**src/rtl/time_display.sv**
```systemverilog
`default_nettype none
// ============================================================================
//  Module   : time_display
//  Purpose  : Chronometer front end for an 8-digit multiplexed 7-segment
//             display showing H.MM.SS.mmm. Once per scan frame it snapshots
//             the counter, converts it to BCD and scans the result onto an,
//             seg and dp.
//  Revision : 1.0  initial release
// ============================================================================
module time_display #(
   parameter int SCAN_DIV = 2
) (
   input  logic        clk,
   input  logic        reset,
   input  logic [3:0]  hours,
   input  logic [5:0]  minutes,
   input  logic [5:0]  seconds,
   input  logic [9:0]  milliseconds,
   input  logic        hold,
   output logic [7:0]  an,
   output logic [6:0]  seg,
   output logic        dp
);

   localparam logic [1:0] ST_IDLE    = 2'd0;
   localparam logic [1:0] ST_CAPTURE = 2'd1;
   localparam logic [1:0] ST_SHIFT   = 2'd2;
   localparam logic [1:0] ST_LOAD    = 2'd3;

   localparam logic [9:0] PRESC_LAST = 10'(SCAN_DIV - 1);
   localparam logic [3:0] LAST_SHIFT = 4'd9;

   logic [9:0]  presc_q, presc_d;
   logic [2:0]  idx_q, idx_d;
   logic        adv_q, adv_d;
   logic        frame_start;
   logic [1:0]  state_q, state_d;
   logic [3:0]  bit_cnt_q, bit_cnt_d;
   logic [3:0]  hrs_q, hrs_d;
   logic [9:0]  min_bin_q, min_bin_d;
   logic [9:0]  sec_bin_q, sec_bin_d;
   logic [9:0]  ms_bin_q, ms_bin_d;
   logic [7:0]  min_bcd_q, min_bcd_d;
   logic [7:0]  sec_bcd_q, sec_bcd_d;
   logic [11:0] ms_bcd_q, ms_bcd_d;
   logic [31:0] disp_q, disp_d;
   logic [7:0]  an_q, an_d;
   logic [6:0]  seg_q, seg_d;
   logic        dp_q, dp_d;

   // One double-dabble step for a two-digit result: add 3 to nibbles >= 5, then shift.
   function automatic logic [17:0] dd_step2(input logic [7:0] bcd, input logic [9:0] bin);
      logic [7:0]  adj;
      logic [17:0] v;
      adj = bcd;
      if (adj[3:0] >= 4'd5) adj[3:0] = adj[3:0] + 4'd3;
      if (adj[7:4] >= 4'd5) adj[7:4] = adj[7:4] + 4'd3;
      v = {adj, bin};
      v = v << 1;
      return v;
   endfunction

   // Three-digit variant; the thousands carry simply falls off the top.
   function automatic logic [21:0] dd_step3(input logic [11:0] bcd, input logic [9:0] bin);
      logic [11:0] adj;
      logic [21:0] v;
      adj = bcd;
      if (adj[3:0]  >= 4'd5) adj[3:0]  = adj[3:0]  + 4'd3;
      if (adj[7:4]  >= 4'd5) adj[7:4]  = adj[7:4]  + 4'd3;
      if (adj[11:8] >= 4'd5) adj[11:8] = adj[11:8] + 4'd3;
      v = {adj, bin};
      v = v << 1;
      return v;
   endfunction

   function automatic logic [6:0] seg_enc(input logic [3:0] d);
      logic [6:0] s;
      case (d)
         4'h0: s = 7'b1000000;
         4'h1: s = 7'b1111001;
         4'h2: s = 7'b0100100;
         4'h3: s = 7'b0110000;
         4'h4: s = 7'b0011001;
         4'h5: s = 7'b0010010;
         4'h6: s = 7'b0000010;
         4'h7: s = 7'b1111000;
         4'h8: s = 7'b0000000;
         4'h9: s = 7'b0010000;
         4'hA: s = 7'b0001000;
         4'hB: s = 7'b0000011;
         4'hC: s = 7'b1000110;
         4'hD: s = 7'b0100001;
         4'hE: s = 7'b0000110;
         default: s = 7'b0001110;
      endcase
      return s;
   endfunction

   // Scan prescaler and digit index; a wrap from digit 0 to 7 marks the frame start.
   always_comb begin
      presc_d     = presc_q + 10'd1;
      idx_d       = idx_q;
      adv_d       = 1'b0;
      frame_start = 1'b0;
      if (presc_q == PRESC_LAST) begin
         presc_d     = '0;
         idx_d       = idx_q - 3'd1;
         adv_d       = 1'b1;
         frame_start = (idx_q == 3'd0);
      end
   end

   // Converter: snapshot on the frame-start edge, 10 dabble steps, then load the display.
   always_comb begin
      state_d   = state_q;
      bit_cnt_d = bit_cnt_q;
      hrs_d     = hrs_q;
      min_bin_d = min_bin_q;
      sec_bin_d = sec_bin_q;
      ms_bin_d  = ms_bin_q;
      min_bcd_d = min_bcd_q;
      sec_bcd_d = sec_bcd_q;
      ms_bcd_d  = ms_bcd_q;
      disp_d    = disp_q;
      case (state_q)
         ST_IDLE: begin
            if (frame_start && !hold) begin
               hrs_d     = hours;
               min_bin_d = {4'b0000, minutes};
               sec_bin_d = {4'b0000, seconds};
               ms_bin_d  = milliseconds;
               min_bcd_d = '0;
               sec_bcd_d = '0;
               ms_bcd_d  = '0;
               state_d   = ST_CAPTURE;
            end
         end
         ST_CAPTURE: begin
            bit_cnt_d = '0;
            state_d   = ST_SHIFT;
         end
         ST_SHIFT: begin
            {min_bcd_d, min_bin_d} = dd_step2(min_bcd_q, min_bin_q);
            {sec_bcd_d, sec_bin_d} = dd_step2(sec_bcd_q, sec_bin_q);
            {ms_bcd_d,  ms_bin_d}  = dd_step3(ms_bcd_q,  ms_bin_q);
            bit_cnt_d = bit_cnt_q + 4'd1;
            if (bit_cnt_q == LAST_SHIFT) state_d = ST_LOAD;
         end
         default: begin
            disp_d  = {hrs_q, min_bcd_q, sec_bcd_q, ms_bcd_q};
            state_d = ST_IDLE;
         end
      endcase
   end

   // Output drivers refresh only on the edge after an index change, so an/seg/dp move together.
   always_comb begin
      an_d  = an_q;
      seg_d = seg_q;
      dp_d  = dp_q;
      if (adv_q) begin
         an_d  = ~(8'd1 << idx_q);
         seg_d = seg_enc(disp_q[{idx_q, 2'b00} +: 4]);
         dp_d  = !((idx_q == 3'd7) || (idx_q == 3'd5) || (idx_q == 3'd3));
      end
   end

   // State registers with asynchronous reset; reset also discards any conversion in flight.
   always_ff @(posedge clk or posedge reset) begin
      if (reset) begin
         presc_q   <= '0;
         idx_q     <= '0;
         adv_q     <= 1'b0;
         state_q   <= ST_IDLE;
         bit_cnt_q <= '0;
         hrs_q     <= '0;
         min_bin_q <= '0;
         sec_bin_q <= '0;
         ms_bin_q  <= '0;
         min_bcd_q <= '0;
         sec_bcd_q <= '0;
         ms_bcd_q  <= '0;
         disp_q    <= '0;
         an_q      <= 8'hFF;
         seg_q     <= 7'h7F;
         dp_q      <= 1'b1;
      end else begin
         presc_q   <= presc_d;
         idx_q     <= idx_d;
         adv_q     <= adv_d;
         state_q   <= state_d;
         bit_cnt_q <= bit_cnt_d;
         hrs_q     <= hrs_d;
         min_bin_q <= min_bin_d;
         sec_bin_q <= sec_bin_d;
         ms_bin_q  <= ms_bin_d;
         min_bcd_q <= min_bcd_d;
         sec_bcd_q <= sec_bcd_d;
         ms_bcd_q  <= ms_bcd_d;
         disp_q    <= disp_d;
         an_q      <= an_d;
         seg_q     <= seg_d;
         dp_q      <= dp_d;
      end
   end

   assign an  = an_q;
   assign seg = seg_q;
   assign dp  = dp_q;

endmodule
`default_nettype wire

```
**config.mk**
```make
export PLATFORM = sky130hd
export DESIGN_NAME = time_display
export DESIGN_NICKNAME = d
export VERILOG_FILES = /design/src/rtl/time_display.sv
export SDC_FILE = /design/constraint.sdc
export NUM_CORES = 1
export LEC_CHECK = 0
export BUFFER_PORTS_ARGS = -buffer_cell sky130_fd_sc_hd__buf_2
export CAP_MARGIN = 30
export CELL_PAD_IN_SITES_DETAIL_PLACEMENT = 0
export CELL_PAD_IN_SITES_GLOBAL_PLACEMENT = 1
export CORE_MARGIN = 3
export CORE_UTILIZATION = 35
export CTS_CLUSTER_DIAMETER = 200
export DETAILED_ROUTE_END_ITERATION = 6
export PLACE_DENSITY = 0.59
export SKIP_CTS_REPAIR_TIMING = 1
export SLEW_MARGIN = 15
export SYNTH_ARGS = -nofsm -noshare
export SYNTH_HDL_FRONTEND = slang
export SYNTH_SLANG_ARGS = --single-unit
```
**constraint.sdc**
```tcl
create_clock -name clk -period 7.2 [get_ports clk]
set_clock_uncertainty 0.2 [all_clocks]
set_input_delay 1.08 -clock clk [delete_from_list [all_inputs] [get_ports clk]]
set_output_delay 1.08 -clock clk [all_outputs]
set_load 0.02 [all_outputs]
```
==> flow_summary_export.csv, run 1 <==
group,metric,value,unit
status,status,"completed",
setup_path,critPathSlowestCell,"inv_1",
grt,grt_overflow_total,0,
sta,rsz0062_at_grt,"no",
worst_hold_path,min-delay-path-class,"flop to flop",
floorplanning,rows,48,
logic_synthesis,ys_seq_elements,130,
routing,drtIter0Drc,184,
logic_synthesis,synthArstFlopShare,1.00,
logic_synthesis,ys.flop_type,"dfrtp_1",
worst_hold_path,worstHoldEndpoint,"seg[5]$_DFFE_PP1P_",
grt,grt_first_pass_wirelength,22200,µm
setup_path,critPathKind,"flop to flop",
floorplanning,initial_core_util,0.363,
finish,drive_above_1_share,0.226,
logic_synthesis,ys_types,44,
logic_synthesis,synth_fa_ha_area_frac,0.0607,
routing,wirelength,12900,µm
setup_path,required,7.27,ns
finish,n_antenna_cell,0,
floorplanning,core_area,17600,µm²
clocking,cts_root_buffer,"clkbuf_16",
logic_synthesis,syn_inst,575,
logic_synthesis,synth-compound-area-share,0.125,
sta,layout_setup_ws,3.97,ns
setup_path,worstSetupStartpointType,"flop",
placed_design,dp_slack,3.79,ns
sta,setup_tns,0,ns
clocking,clk_path_buf_depth,2,
logic_synthesis,syn-num-nets,635,
flow_run,drv_cap,0,
sta,drv_slew,0,
sta,final.min_clock_period,3.23,ns
routing,wl_per_cell,15.2,µm
clocking,cts_buffers,17,
setup_path,worst-r2r-setup-slack,3.97,ns
finish,nets,675,
logic_synthesis,syn_avg_cell_area,11.1,µm²
grt,antenna_found_initial,0,
floorplanning,die-area,19900,µm²
pwr,peakVddDrop,188,µV
sta,period_share,0.449,
clocking,htree_levels,4,
setup_path,rr_startpoint,"state_q[0]$_DFFE_PP0P_",
routing,drcViolationCount,0,
worst_hold_path,hold_depth,2,
worst_hold_path,hold_start,"seg[5]$_DFFE_PP1P_",
finish,areaGrowthSynthToFinish,16.1,%
sta,setup_viol,0,
routing,vias_per_cell,4.90,
setup_path,cp_max_fo,83,
sta,timing.fmax,309,MHz
floorplanning,die_height,141,µm
setup_path,cp.arrival,3.30,ns
clocking,cts.sinks,130,
pwr,p_leak,0.00336,µW
setup_path,cp.depth,10,
routing,antenna_left,0,
setup_path,worstPathCellList,"inv_1, ha_1, buf_4, inv_1, nor2_1, a31oi_4, buf_4, buf_16, a2bb2oi_1, o21ai_1",
setup_path,critPathTopFamily,"buffers and inverters",
logic_synthesis,synth_xor_area_frac,0.0261,
setup_path,max_stage_delay,0.66,ns
grt,grt_pass1_vias,4351,
logic_synthesis,synth_simple_gate_area_share,0.0933,
grt,grt_max_degree,101,
logic_synthesis,muxShareOfSynthArea,0.145,
routing,num_vias,4172,
sta,hold_viol_final,0,
clocking,cts_tree,"done",
setup_path,r2r_end,"ms_bcd_q[3]$_DFFE_PP0P_",
logic_synthesis,netlist_area,6390,µm²
placed_design,port_buffers,44,
floorplanning,boundaryPins,45,
setup_path,path_buf_inv,5,
grt,grt_usage,0.139,
logic_synthesis,yosysSeqAreaShare,0.513,
setup_path,worstSetupEndpointType,"flop",
setup_path,ff2ff_path_depth,10,
pwr,power_per_cell_area,351,nW/µm²
logic_synthesis,ys_warn_count,0,
sta,tightest_slew,0.871,ns
placed_design,dp_hpwl,8600,µm
clocking,clkSlewWorstSetupHoldPaths,0.05,ns
floorplanning,die_x,141,µm
placed_design,finalWeightedCongestion,0.731,
logic_synthesis,synth_top_family_by_area,"multiplexers",
clocking,clk_latency,0.42,ns
logic_synthesis,synth_edf_count,0,
sta,relSlewSlack,0.419,
routing,dr.pass1.iters,4,
-- worst max-delay path by stage --
stage / end / from / slack (ns)
floorplan: adv_q$_DFF_PP0_ / reset / 2.48
global placement: ms_bcd_q[3]$_DFFE_PP0P_ / state_q[0]$_DFFE_PP0P_ / 3.89
detailed placement: sec_bcd_q[7]$_DFFE_PP0P_ / state_q[0]$_DFFE_PP0P_ / 3.79
CTS: sec_bcd_q[7]$_DFFE_PP0P_ / state_q[0]$_DFFE_PP0P_ / 3.77
global route: min_bcd_q[4]$_DFFE_PP0P_ / state_q[0]$_DFFE_PP0P_ / 3.74
finish: ms_bcd_q[3]$_DFFE_PP0P_ / state_q[0]$_DFFE_PP0P_ / 3.97
-- metrics by stage --
| step | power, µW | hold WS, ns | util | std cells | cell area (µm²) |
|---|---|---|---|---|---|
| after global routing | 2780 | 0.283 | 0.421 | 852 | 7410 |
| after global placement | 1760 | 0.250 | 0.386 | 819 | 6800 |
| final | 2600 | 0.262 | 0.421 | 852 | 7410 |
| after floorplan | 1600 | 0.246 | - | 575 | 6390 |
| after detailed placement | 1790 | 0.258 | 0.388 | 820 | 6830 |
| after CTS | 2620 | 0.267 | 0.420 | 851 | 7390 |
-- worst register-to-register path, stage by stage (launching register included) --
cell and delay (ns):
dfrtp_1 0.35, inv_1 0.08, ha_1 0.19, buf_4 0.27
inv_1 0.68, nor2_1 0.20, a31oi_4 0.19, buf_4 0.26
buf_16 0.28, a2bb2oi_1 0.30, o21ai_1 0.07
-- cell usage after synthesis (15+ instances only) --
master,number,area [µm²]
a22o_1,16,140
clkbuf_1,18,67.6
dfrtp_1,114,2850
dfstp_2,16,420
ha_1,31,388
inv_1,29,109
mux2_2,38,428
mux2i_1,30,300
nand2_1,72,270
nor2_1,32,120
o21ai_0,32,160
xnor2_1,15,131
-- state kept, by name, summed over array words and instances (netlist names), 10 cells and up --
register   count
disp_q        32
min_bin_q     10
ms_bcd_q      12
ms_bin_q      10
presc_q       10
sec_bin_q     10
-- layout by cell type (no fill, tap or decap), types with 2 or more instances in the layout --
master / n
a21o_1: 6
a21oi_1: 14
a22o_1: 16
a2bb2oi_1: 6
a31oi_1: 8
and2_1: 2
buf_16: 2
buf_2: 44
buf_4: 4
clkbuf_1: 5
clkbuf_16: 17
clkbuf_8: 5
clkinv_2: 2
dfrtp_1: 114
dfstp_2: 16
ha_1: 31
inv_1: 28
mux2_2: 38
mux2_4: 2
mux2i_1: 30
mux4_2: 7
nand2_1: 72
nand2b_1: 11
nand3_1: 11
nor2_1: 32
nor2b_1: 2
nor3_1: 2
nor3b_1: 2
o211ai_1: 7
o21ai_0: 32
o21ai_1: 11
o221ai_1: 2
o22a_1: 2
o22ai_1: 2
o31ai_1: 9
o41ai_1: 2
xnor2_1: 15
xor2_1: 4
-- where the power goes --
part	switching, µW	total, µW	internal, µW	leakage (µW)
Clock	296	814	517	0.000273
Sequential	92.2	975	882	0.00170
Combinational	479	813	334	0.00138
-- cells by family after synthesis --
group	Yosys count
AND/OR/NAND/NOR	138
adder cells (fa/ha/maj)	31
AO/OA/AOI/OAI	121
multiplexers	78
buffers and inverters	58
XOR/XNOR	19
flip-flops	130
-- per-layer routing --
layer  routed length [µm]  part of all wire  track usage
met1                 6290              0.49        0.186
met2                 6020              0.47        0.215
met3                  354             0.027       0.0336
met4                  258             0.020       0.0643
met5                    0                 0            0
-- area by class of cell --
cell class                      count  area (µm²)
Clock buffer                       27         513
Clock inverter                      4        47.5
Fill cell                        1652       10200
Inverter                           29         111
Multi-Input combinational cell    387        2880
Sequential cell                   130        3270
Tap cell                          225         282
Timing Repair Buffer               50         305
(Power assumes the default switching activity.)
==> run 2: changes to the inputs <==
Clock period 7.2 ns to 3.3 ns, I/O delays scaled along.
==> run 2 against run 1 <==
  * Clock power up 130%
  * Non-clock buffer count up 2
  * Sequential cell count unchanged
  * Wire length about the same
  * Final cell count up 0.35%
  * First-iteration DRC count down 2.2%
  * Combinational power up 120%
==> flow_summary_export.csv, run 2 (synthesis gave the netlist of run 1 again) <==
group,metric,value,unit
grt,grt_first_pass_wirelength,22400,µm
sta,setup_tns,0,ns
clocking,htree_levels,4,
grt,grt.busiest_layer,"met2",
setup_path,critPathKind,"flop to flop",
finish,nets,677,
floorplanning,die-area,19900,µm²
clocking,cts.sinks,130,
clocking,clk_latency,0.41,ns
pwr,p_leak,0.00336,µW
sta,rsz0062_at_grt,"no",
sta,timing.fmax,350,MHz
pwr,power,5740,µW
grt,grt_usage,0.140,
pwr,power_per_cell_area,772,nW/µm²
setup_path,worstSetupStartpointType,"flop",
setup_path,required,3.43,ns
setup_path,cp_max_fo,14,
floorplanning,core_area,17600,µm²
floorplanning,boundaryPins,45,
sta,setup_viol,0,
finish,areaGrowthSynthToFinish,16.5,%
grt,antenna_found_initial,0,
setup_path,worstSetupEndpointType,"flop",
routing,drtIter0Drc,180,
finish,top_regs,"disp_q: 32 flops, ms_bcd_q: 12 flops",
worst_hold_path,min-delay-path-class,"primary input to asynchronous set/reset pin",
setup_path,cp.arrival,2.99,ns
floorplanning,die_x,141,µm
finish,drive_above_1_share,0.233,
sta,relSlewSlack,0.428,
status,status,"completed",
grt,grt_overflow_total,0,
sta,hold_viol_final,0,
routing,drcViolationCount,0,
clocking,cts_root_buffer,"clkbuf_16",
routing,num_vias,4203,
grt,grt_max_degree,104,
sta,drv_slew,0,
clocking,clk_path_buf_depth,2,
floorplanning,die_height,141,µm
routing,dr.pass1.iters,4,
sta,period_share,0.865,
finish,largest-register,"disp_q",
placed_design,dp_hpwl,8640,µm
placed_design,finalWeightedCongestion,0.822,
finish,mostFrequentLayoutCells,"dfrtp_1 (114), nand2_1 (72), buf_2 (44), mux2_2 (38)",
placed_design,port_buffers,44,
routing,vias_per_cell,4.92,
routing,wirelength,12900,µm
sta,final.min_clock_period,2.85,ns
flow_run,drv_cap,0,
pwr,peakVddDrop,407,µV
grt,grtUsageMet2,0.222,
clocking,cts_buffers,17,
routing,wl_per_cell,15.1,µm
grt,grt_pass1_vias,4296,
grt,met1_usage,0.190,
grt,grtUsageMet3,0.0326,
clocking,cts_tree,"done",
clocking,clkSlewWorstSetupHoldPaths,0.06,ns
sta,tightest_slew,0.858,ns
finish,fillers,1714,
finish,layout_commonest_cell,"dfrtp_1",
finish,largest_reg_flops,32,
floorplanning,initial_core_util,0.363,
floorplanning,rows,48,
finish,n_antenna_cell,0,
routing,antenna_left,0,
-- run 2: cell type report --
| cell class | count | area [µm²] | area share |
|---|---|---|---|
| clock buffers | 23 | 478 | 0.0643 |
| multi-input cells | 387 | 2880 | 0.388 |
| clock inverters | 9 | 105 | 0.0141 |
| flip-flops and latches | 130 | 3270 | 0.440 |
| repair buffers | 52 | 305 | 0.0410 |
| well taps | 225 | 282 | 0.0378 |
| inverters | 29 | 113 | 0.0151 |
-- run 2: critical path, cell delays in order, from the launching register on --
cell      delay, ns
dfrtp_1        0.78
mux4_2         0.61
mux2_2         0.32
inv_1          0.11
ha_1           0.28
inv_1          0.08
o21ai_1        0.14
o311ai_1       0.11
o21ai_1        0.12
-- run 2: through the flow --
step           cells   util  worst slack (ns)  cell area [µm²]  hold WS (ns)
2_1_floorplan    575      -             0.868             6390         0.246
4_1_cts          855  0.423             0.358             7440        0.0265
3_3_place_gp     823  0.390             0.491             6860         0.252
6_report         855  0.423             0.446             7440        0.0219
3_5_place_dp     823  0.390             0.384             6860         0.251
5_1_grt          855  0.423             0.133             7440        0.0499
-- run 2: power by group --
part / total (µW) / leakage, µW / switching (µW) / internal (µW)
logic: 1760 / 0.00138 / 1030 / 726
clock network: 1840 / 0.000275 / 672 / 1170
registers: 2150 / 0.00170 / 221 / 1920
total: 5740 / 0.00336 / 1920 / 3820
-- run 2: worst paths after layout --
kind	slack (ns)	cells after the start	end	startpoint
worst max-delay path	0.45	8	seg[5]$_DFFE_PP1P_	idx_q[0]$_DFFE_PP0N_
worst min-delay path	0.02	3	min_bin_q[3]$_DFFE_PP0P_	reset
worst max register to register	0.45	8	seg[5]$_DFFE_PP1P_	idx_q[0]$_DFFE_PP0N_
worst min register to register	0.26	2	seg[5]$_DFFE_PP1P_	seg[5]$_DFFE_PP1P_
max in group asynchronous	2.38	3	seg[1]$_DFFE_PP1P_	reset
min in group clk	0.10	2	sec_bin_q[0]$_DFFE_PP0P_	seconds[0]
-- run 2: routing by layer --
layer | vias up | wire length (µm)
li1 | 2100 | -
met3 | 12 | 324
met2 | 39 | 6030
met5 | - | 0
met1 | 2052 | 6350
met4 | 0 | 208
==> run 3: changes to the inputs <==
Settings changed: REMOVE_ABC_BUFFERS set to 1.
Clock period 3.3 ns to 2.8 ns, I/O delays scaled along.
==> run 3 against run 2 <==
  * Register-to-register slack lost 0.17 ns
  * Combinational power grew 20%
  * Sequential share of layout area shrank 0.57 points
  * Non-clock buffer count grew 6
  * Core utilization grew 0.57 points
  * Wire length shrank 1.7%
  * Sequential cell count is the same
  * Sequential power grew 18%
  * Final cell count grew 0.70%
  * Die area is the same
  * Critical endpoint is now seg[1]$_DFFE_PP1P_
  * Highest routed layer unchanged
==> flow_summary_export.csv, run 3 (synthesis gave the netlist of run 1 again) <==
group,metric,value,unit
setup_path,worstSetupStartpoint,"idx_q[0]$_DFFE_PP0N_",
routing,vias_per_cell,4.89,
finish,fillers,1688,
floorplanning,die_x,141,µm
placed_design,dp_hpwl,8600,µm
floorplanning,die_height,141,µm
clocking,cts_buffers,17,
clocking,cts_tree,"done",
clocking,cts.sinks,130,
floorplanning,die-area,19900,µm²
setup_path,cp.arrival,2.62,ns
grt,grt_max_degree,54,
grt,grt_usage,0.137,
finish,areaGrowthSynthToFinish,18.0,%
setup_path,rr_startpoint,"idx_q[0]$_DFFE_PP0N_",
routing,wirelength,12700,µm
placed_design,finalWeightedCongestion,0.766,
setup_path,worstSetupEndpointType,"flop",
pwr,p_leak,0.00343,µW
setup_path,max_stage_delay,0.56,ns
routing,routedLengthMet1,6140,µm
routing,wl_per_cell,14.7,µm
clocking,cts_root_buffer,"clkbuf_16",
pwr,peakVddDrop,454,µV
clocking,clk_latency,0.42,ns
finish,drive_above_1_share,0.239,
worst_hold_path,hold_depth,2,
finish,largest_reg_flops,32,
routing,met3_length,487,µm
setup_path,worstPathCellList,"mux4_2, mux2_2, inv_1, ha_1, o211ai_1, a21o_1, a31oi_1",
finish,largest-register,"disp_q",
setup_path,ff2ff_path_depth,7,
sta,worst_hold_slack,0.0126,ns
sta,final.min_clock_period,2.52,ns
grt,grt_pass1_vias,4243,
routing,drcViolationCount,0,
floorplanning,core_area,17600,µm²
routing,wl_met2,5930,µm
sta,layout_setup_ws,0.276,ns
sta,relSlewSlack,0.413,
grt,grt_overflow_total,0,
finish,mostFrequentLayoutCells,"dfrtp_1 (113), nand2_1 (72), buf_2 (44), mux2_2 (38)",
routing,drtIter0Drc,165,
setup_path,critPathSlowestCell,"mux4_2",
placed_design,port_buffers,44,
floorplanning,rows,48,
status,status,"completed",
sta,drv_slew,0,
floorplanning,boundaryPins,45,
clocking,clkSlewWorstSetupHoldPaths,0.06,ns
grt,grt_first_pass_wirelength,21800,µm
setup_path,critPathKind,"flop to flop",
sta,tightest_slew,0.881,ns
flow_run,drv_cap,0,
finish,nets,683,
placed_design,dp_slack,0.134,ns
setup_path,cp_max_fo,9,
clocking,clk_path_buf_depth,2,
sta,hold_viol_final,0,
sta,setup_viol,0,
finish,top_regs,"disp_q: 32 flops, ms_bcd_q: 12 flops",
clocking,htree_levels,4,
sta,setup_tns,0,ns
finish,n_antenna_cell,0,
routing,antenna_left,0,
routing,top_layer,"met4",
sta,timing.fmax,396,MHz
worst_hold_path,hold_start,"milliseconds[0]",
routing,num_vias,4213,
finish,layout_commonest_cell,"dfrtp_1",
pwr,power_per_cell_area,922,nW/µm²
setup_path,required,2.90,ns
sta,rsz0062_at_grt,"no",
grt,antenna_found_initial,0,
floorplanning,initial_core_util,0.363,
worst_hold_path,min-delay-path-class,"primary input to flop",
sta,period_share,0.902,
setup_path,worstSetupStartpointType,"flop",
pwr,power,6950,µW
routing,dr.pass1.iters,6,
[run 3: cell count changes in the layout (fill, tap and decap cells not counted), moves of 2 or more]
cell,change
clkbuf_8,-2
clkinvlp_4,-4
buf_12,+2
buf_4,+3
bufinv_16,+2
[run 3: worst paths after layout]
path	to	slack (ns)
worst max-delay path	seg[1]$_DFFE_PP1P_	0.28
worst min-delay path	ms_bin_q[0]$_DFFE_PP0P_	0.01
worst max register to register	seg[1]$_DFFE_PP1P_	0.28
worst min register to register	seg[5]$_DFFE_PP1P_	0.26
max in group asynchronous	an[3]$_DFFE_PP1P_	1.33
min in group asynchronous	ms_bcd_q[11]$_DFFE_PP0P_	0.39
[run 3: layer usage]
metal	track usage	up-vias
met2	0.215	65
met5	0	-
met1	0.181	2031
li1	-	2108
met4	0.0500	0
met3	0.0407	9
[run 3: where the power goes]
group | leakage (µW) | internal, µW | switching [µW]
Sequential | 0.00170 | 2270 | 262
Combinational | 0.00143 | 891 | 1220
Clock | 0.000298 | 1510 | 798
Total | 0.00343 | 4670 | 2280
[run 3: through the flow]
stage	utilization	std cells	area [µm²]
floorplan	-	546	6260
global placement	0.393	828	6920
detailed placement	0.393	828	6920
CTS	0.428	860	7530
global route	0.428	861	7540
finish	0.428	861	7540
[run 3: critical path, delay by kind of cell, from the launching register on]
kind | cells | cell delay [ns]
buf+inv | 1 | 0.12
mux | 2 | 0.88
compound gates | 3 | 0.41
fa+ha+maj | 1 | 0.28
flops | 1 | 0.51
[run 3: layout make-up]
class | count | area (µm²) | share of cell area
Clock buffer | 22 | 454 | 0.0602
Clock inverter | 10 | 156 | 0.0207
Timing Repair Buffer | 58 | 378 | 0.0501
Multi-Input combinational cell | 387 | 2880 | 0.382
Sequential cell | 130 | 3270 | 0.434
Inverter | 29 | 111 | 0.0148
Tap cell | 225 | 282 | 0.0373
